==> src/rtl/seg_scan_driver_if.sv <==
// Display data in, multiplexed segment/tube drive out.
interface seg_scan_driver_if;
  logic [31:0] time_data;
  logic [7:0]  blink_mask;
  logic [7:0]  digit1;
  logic [7:0]  digit2;
  logic [7:0]  tube_sel;

  modport master (
    output time_data,
    output blink_mask,
    input  digit1,
    input  digit2,
    input  tube_sel
  );

  modport slave (
    input  time_data,
    input  blink_mask,
    output digit1,
    output digit2,
    output tube_sel
  );
endinterface

==> src/rtl/seg_scan_driver.sv <==
// Eight-tube seven-segment scan driver: two groups of four tubes are scanned in
// parallel, one tube per group per step, from a per-frame snapshot with blinking.
module seg_scan_driver #(
  parameter int unsigned SCAN_DIV  = 100_000,
  parameter int unsigned BLINK_DIV = 50_000_000
) (
  input logic             clk,
  input logic             rst,
  seg_scan_driver_if.slave bus
);

  localparam int unsigned ScanW  = (SCAN_DIV > 1) ? $clog2(SCAN_DIV) : 1;
  localparam int unsigned BlinkW = (BLINK_DIV > 1) ? $clog2(BLINK_DIV) : 1;
  localparam logic [ScanW-1:0]  ScanLast  = ScanW'(SCAN_DIV - 1);
  localparam logic [BlinkW-1:0] BlinkLast = BlinkW'(BLINK_DIV - 1);

  logic [ScanW-1:0]  scan_cnt_q, scan_cnt_d;
  logic [BlinkW-1:0] blink_cnt_q, blink_cnt_d;
  logic              blink_phase_q, blink_phase_d;
  logic [1:0]        idx_q, idx_d;
  logic [31:0]       frame_data_q, frame_data_d;
  logic [7:0]        frame_mask_q, frame_mask_d;
  logic [7:0]        digit1_q, digit1_d;
  logic [7:0]        digit2_q, digit2_d;
  logic [7:0]        tube_sel_q, tube_sel_d;

  logic       scan_tick;
  logic       blink_wrap;
  logic [2:0] left_pos;
  logic [2:0] right_pos;
  logic [3:0] left_nib;
  logic [3:0] right_nib;

  // Segment order a..g,dp on bits 7..0; codes A..E blank, F is a dash.
  function automatic logic [7:0] seg_decode(input logic [3:0] code);
    logic [7:0] seg;
    case (code)
      4'h0:    seg = 8'b1111_1100;
      4'h1:    seg = 8'b0110_0000;
      4'h2:    seg = 8'b1101_1010;
      4'h3:    seg = 8'b1111_0010;
      4'h4:    seg = 8'b0110_0110;
      4'h5:    seg = 8'b1011_0110;
      4'h6:    seg = 8'b1011_1110;
      4'h7:    seg = 8'b1110_0000;
      4'h8:    seg = 8'b1111_1110;
      4'h9:    seg = 8'b1111_0110;
      4'hF:    seg = 8'b0000_0010;
      default: seg = 8'h00;
    endcase
    return seg;
  endfunction

  // Counters, frame snapshot and the registered display step.
  always_comb begin
    scan_tick     = (scan_cnt_q == ScanLast);
    scan_cnt_d    = scan_tick ? '0 : scan_cnt_q + 1'b1;
    blink_wrap    = (blink_cnt_q == BlinkLast);
    blink_cnt_d   = blink_wrap ? '0 : blink_cnt_q + 1'b1;
    blink_phase_d = blink_phase_q ^ blink_wrap;
    idx_d         = scan_tick ? idx_q + 2'd1 : idx_q;

    // idx_q is the step shown at the next tick; step 0 takes a fresh snapshot
    // which is used in the same tick so step 0 already shows the new frame.
    frame_data_d = frame_data_q;
    frame_mask_d = frame_mask_q;
    if (scan_tick && (idx_q == 2'd0)) begin
      frame_data_d = bus.time_data;
      frame_mask_d = bus.blink_mask;
    end

    left_pos  = 3'd7 - {1'b0, idx_q};
    right_pos = 3'd3 - {1'b0, idx_q};
    left_nib  = frame_data_d[{left_pos, 2'b00} +: 4];
    right_nib = frame_data_d[{right_pos, 2'b00} +: 4];

    digit1_d   = digit1_q;
    digit2_d   = digit2_q;
    tube_sel_d = tube_sel_q;
    if (scan_tick) begin
      tube_sel_d            = '0;
      tube_sel_d[left_pos]  = 1'b1;
      tube_sel_d[right_pos] = 1'b1;
      digit1_d = (!blink_phase_q && frame_mask_d[left_pos])  ? 8'h00 : seg_decode(left_nib);
      digit2_d = (!blink_phase_q && frame_mask_d[right_pos]) ? 8'h00 : seg_decode(right_nib);
    end
  end

  // State registers with asynchronous active-low clear.
  always_ff @(posedge clk or negedge rst) begin
    if (!rst) begin
      scan_cnt_q    <= '0;
      blink_cnt_q   <= '0;
      blink_phase_q <= 1'b1;
      idx_q         <= 2'd0;
      frame_data_q  <= 32'hFFFF_FFFF;
      frame_mask_q  <= 8'h00;
      digit1_q      <= 8'h00;
      digit2_q      <= 8'h00;
      tube_sel_q    <= 8'h00;
    end else begin
      scan_cnt_q    <= scan_cnt_d;
      blink_cnt_q   <= blink_cnt_d;
      blink_phase_q <= blink_phase_d;
      idx_q         <= idx_d;
      frame_data_q  <= frame_data_d;
      frame_mask_q  <= frame_mask_d;
      digit1_q      <= digit1_d;
      digit2_q      <= digit2_d;
      tube_sel_q    <= tube_sel_d;
    end
  end

  assign bus.digit1   = digit1_q;
  assign bus.digit2   = digit2_q;
  assign bus.tube_sel = tube_sel_q;

endmodule
==> src/flat_wrapper.sv <==
// flat-port wrapper written by rule: the top's interface ports become plain ports
module seg_scan_driver_flat 
#(
  parameter int unsigned SCAN_DIV  = 100_000,
  parameter int unsigned BLINK_DIV = 50_000_000
)
  (clk, rst, bus_time_data, bus_blink_mask, bus_digit1, bus_digit2, bus_tube_sel);
  seg_scan_driver_if bus_i ();
  input logic clk;
  input logic rst;
  input wire logic [$bits(bus_i.time_data)-1:0] bus_time_data;
  input wire logic [$bits(bus_i.blink_mask)-1:0] bus_blink_mask;
  output wire logic [$bits(bus_i.digit1)-1:0] bus_digit1;
  output wire logic [$bits(bus_i.digit2)-1:0] bus_digit2;
  output wire logic [$bits(bus_i.tube_sel)-1:0] bus_tube_sel;
  assign bus_i.time_data = bus_time_data;
  assign bus_i.blink_mask = bus_blink_mask;
  assign bus_digit1 = bus_i.digit1;
  assign bus_digit2 = bus_i.digit2;
  assign bus_tube_sel = bus_i.tube_sel;
  seg_scan_driver #(.SCAN_DIV(SCAN_DIV), .BLINK_DIV(BLINK_DIV)) u_core (.clk(clk), .rst(rst), .bus(bus_i));
endmodule
==> config.mk <==
export PLATFORM = sky130hd
export DESIGN_NAME = seg_scan_driver_flat
export DESIGN_NICKNAME = d
export VERILOG_FILES = /design/src/rtl/seg_scan_driver_if.sv /design/src/rtl/seg_scan_driver.sv /design/src/flat_wrapper.sv
export SDC_FILE = /design/constraint.sdc
export NUM_CORES = 1
export LEC_CHECK = 0
export ABC_AREA = 1
export CAP_MARGIN = 0
export CORE_UTILIZATION = 35
export DETAILED_ROUTE_END_ITERATION = 16
export PLACE_DENSITY = 0.62
export SYNTH_ARGS = -nofsm -noshare
export SYNTH_HDL_FRONTEND = slang
export SYNTH_SLANG_ARGS = --single-unit
==> constraint.sdc <==
create_clock -name clk -period 2.89 [get_ports clk]
set_clock_uncertainty 0.2 [all_clocks]
set_input_delay 0.7225 -clock clk [delete_from_list [all_inputs] [get_ports clk]]
set_output_delay 0.7225 -clock clk [all_outputs]
set_load 0.03 [all_outputs]
==> results by group <==
Clock tree
  – CTS tree: yes
  – CTS max path bufs: 2
  – Clock slew at reported path FFs: 0.07 ns
  – TritonCTS buffer count: 9
  – H-tree depth: 3
  – Root Driver: clkbuf_16
  – Later-pin clock latency in the skew report: 0.36 ns
  – Clock sinks: 104

Power
  – Seq pwr share: 51.8%
  – Internal power consumption: 2210 uW
  – Clock network power share: 44.5%
  – NetSw: 603 uW
  – Sw frac: 21.4%
  – Power share of the combinational group: 3.7%
  – Cell area power density: 386 mW/mm^2
  – Static Leakage: 0.00354 uW
  – Maximum VDD drop: 280 uV

Route
  – DR WL/cell: 13.0 microns
  – DRT antenna net count: 0
  – # DRC: 0
  – Total iterations of the first detailed-routing run: 5
  – Vias: 4969
  – Iter 0 DRT Violations: 314
  – Total Routed Length: 13900 microns
  – Vias per std cell: 4.67

Yosys
  – Synth Area in Simple Gates: 37.6%
  – XOR/XNOR share of the synthesized area: 2.32%
  – Post-synthesis adder-cell area fraction: 3.72%
  – Sequential area share after synthesis: 43.7%
  – Syn. warnings: 0
  – Top_reg_cell synth: dfrtp_1
  – Yosys reg bits: 104
  – Cell area after synthesis: 0.00605 sq mm
  – EDFF count, synth: 0
  – Mux cell area share after synthesis: 0%
  – Number of distinct library cells after synthesis: 36
  – Largest family of logic cells by synthesized area: simple AND/OR/NAND/NOR gates
  – Async set or reset register ratio after synthesis: 100%
  – Share of Yosys cell area claimed by the top area cell type: 29.4%
  – Syn avg cell area: 7.89 sq um
  – Synth Instances: 767
  – Complex-gate fraction of the synthesized area: 2.21%
  – Area leader, netlist: dfrtp_1
  – Synth top area cells: dfrtp_1, dfstp_2, nand2_1, nand3_1, inv_1

Setup path
  – Critical-path maximum fanout: 7
  – Reg2Reg Depth: 15
  – Startpoint type of the worst setup path: flop
  – Reg2reg start: u_core.scan_cnt_q[8]
  – Critical R2R Capture: u_core.bus.digit2[1]
  – Crit end category: flop
  – Reg2reg setup slack: 0.23 ns
  – Cell mode on critical path: nand3_1
  – CP arrival: 2.76 ns
  – Worst Path Buf+Inv: 3
  – Worst path max stage delay: 0.42 ns
  – Top delay family on crit path: simple AND/OR/NAND/NOR gates
  – CP Data Required Time: 2.99 ns
  – Crit-path slowest cell: dfrtp_1
  – Crit-path cells: nor2_1 -> nand3_2 -> nor2_8 -> buf_4 -> nand4_1 -> nand3_1 -> nand3_1 -> nand2_1 -> inv_1 -> ha_1 -> inv_1 -> nand3_1 -> nand3_1 -> nand3_1 -> nand2_1
  – Kind of critical path: reg2reg

Floorplan
  – Core Region: 0.0167 sq mm
  – Die width: 133 microns
  – Initial core utilization: 36.2%
  – Placement row count: 47
  – Io pins: 66
  – Die height: 133 microns
  – Total Die Area: 0.0178 sq mm

Min path
  – Worst hold path class: in2async

Layout
  – Share of cells above drive strength 1: 14.6%
  – Final Core Density: 43.7%
  – Ant. Diodes: 0
  – Commonest cells after routing, fill and taps aside: nand2_1, inv_1, nand3_1, dfrtp_1, clkdlybuf4s50_1
  – Most common cell after layout, fill and taps aside: nand2_1
  – Synthesis-to-finish area growth: 20.6%
  – Design Area, Final: 0.00730 sq mm
  – Number of fillers in the final layout: 1715
  – Nets: 899

Timing
  – Final period utilization: 92.0%
  – Final setup violation count: 0
  – Final slew viol count: 0
  – Max frequency: 376 MHz
  – Slew margin rel.: 63.7%
  – Final Hold Viols: 0
  – Fin crit period: 2.66 ns
  – Worst-Margin Slew: 0.536 ns
  – Setup_tns: 0 ns
  – RSZ-0062 raised after global routing: false

Global route
  – Met1 Resource Use GR: 21.7%
  – Vias in the first global route: 4836
  – GR Layer Usage met3: 3.77%
  – Initial antenna violation count: 0
  – First-pass GRT wire length: 23400 microns
  – Total GRT Usage: 16.7%
  – Largest net degree at the start of global routing: 47
  – GR Layer Usage met2: 27.8%
  – GR peak layer: met2
  – Aggregate global routing overflow: 0

Placement
  – IO buf count: 63
  – DP HPWL: 10100 microns
  – Routability cong.: 0.805
  – Dpl cell area: 0.00696 sq mm

Run
  – Max-capacitance violation count: 0

Outcome
  – Outcome: completed
## Yosys cell counts, types with 2 or more instances
cell,n
nand2_1,187
nor3_1,15
nor2_4,2
clkbuf_1,6
nand3_4,3
nand2_4,4
nand4_1,28
a21oi_1,12
nor2_1,37
inv_2,7
buf_4,7
nand3_1,111
o21ai_0,10
buf_2,11
buf_6,4
nand2_2,11
dfrtp_1,71
a31oi_1,3
nor3b_1,2
dfstp_2,33
ha_1,18
xor2_1,15
nor2_2,8
nor4_1,6
nand3b_1,8
nand3_2,10
and2_1,17
inv_1,113
## per-stage QoR
stage,total power [uW],std cells,hold slack [ns],worst slack (ns)
final,2810,1064,0.0913,0.231
after global routing,2920,1064,0.122,0.0200
after CTS,2860,1061,0.103,0.199
after detailed placement,1590,1045,0.249,0.179
after global placement,1590,1045,0.243,0.197
after floorplan,1500,768,0.227,0.0310
## worst max path at each step
stage | from | to | slack (ns) | depth (start not counted)
after floorplan | u_core.idx_q[0] | u_core.bus.digit1[1] | 0.03 | 18
after global placement | bus_time_data[0] | u_core.bus.digit2[1] | 0.20 | 13
after detailed placement | bus_time_data[28] | u_core.bus.digit1[2] | 0.18 | 13
after CTS | u_core.scan_cnt_q[0] | u_core.bus.digit2[1] | 0.20 | 16
after global routing | u_core.scan_cnt_q[8] | u_core.bus.digit2[2] | 0.02 | 15
final | u_core.scan_cnt_q[8] | u_core.bus.digit2[1] | 0.23 | 15
## kinds of logic after synthesis
group | after synthesis
simple gates | 454
buf+inv | 148
flops | 104
compound gates | 26
fa+ha+maj | 18
xor+xnor | 16
other cells | 1
## power by group through the flow
stage / clock [uW] / sequential, uW / combinational [uW]
2_1_floorplan: 0 / 1480 / 11.6
3_3_place_gp: 0 / 1480 / 106
3_5_place_dp: 0 / 1480 / 106
4_1_cts: 1300 / 1460 / 106
5_1_grt: 1350 / 1460 / 115
6_report: 1250 / 1460 / 103
## metal layers
layer  vias up  share of wire [%]
met3        13                3.9
li1       2572                  -
met4         0                1.4
met2        84                 47
met1      2300                 47
met5         -                  0
## what timing repair did
| action | in CTS | in global routing |
|---|---|---|
| setup buffers | 0 | 3 |
| hold buffers | 0 | 0 |
| gates resized for setup | 0 | 1 |
| endpoints found under the setup margin | 0 | 7 |
## state kept, by name, indices dropped and copies added (netlist names)
signal                count
u_core.frame_mask_q       8
u_core.idx_q              2
u_core.blink_phase_q      1
u_core.bus.digit1         7
u_core.bus.tube_sel       4
u_core.frame_data_q      32
u_core.bus.digit2         7
u_core.scan_cnt_q        17
u_core.blink_cnt_q       26
## final cells by class
type	instances	area [sq um]	area share, %
Multi-Input combinational cell	516	2790	38.2
Tap cell	220	275	3.77
Sequential cell	104	2640	36.2
Inverter	120	450	6.17
Clock inverter	4	53.8	0.737
Clock buffer	12	246	3.38
Timing Repair Buffer	88	841	11.5
## worst reg2reg max path, cell delays in order, from the launching register on
cell     delay (ns)
dfrtp_1        0.42
nor2_1         0.18
nand3_2        0.20
nor2_8         0.18
buf_4          0.18
nand4_1        0.11
nand3_1        0.11
nand3_1        0.14
nand2_1        0.20
inv_1          0.11
ha_1           0.20
inv_1          0.05
nand3_1        0.09
nand3_1        0.09
nand3_1        0.08
nand2_1        0.06
Note: power is estimated with default switching activity, not from simulation.
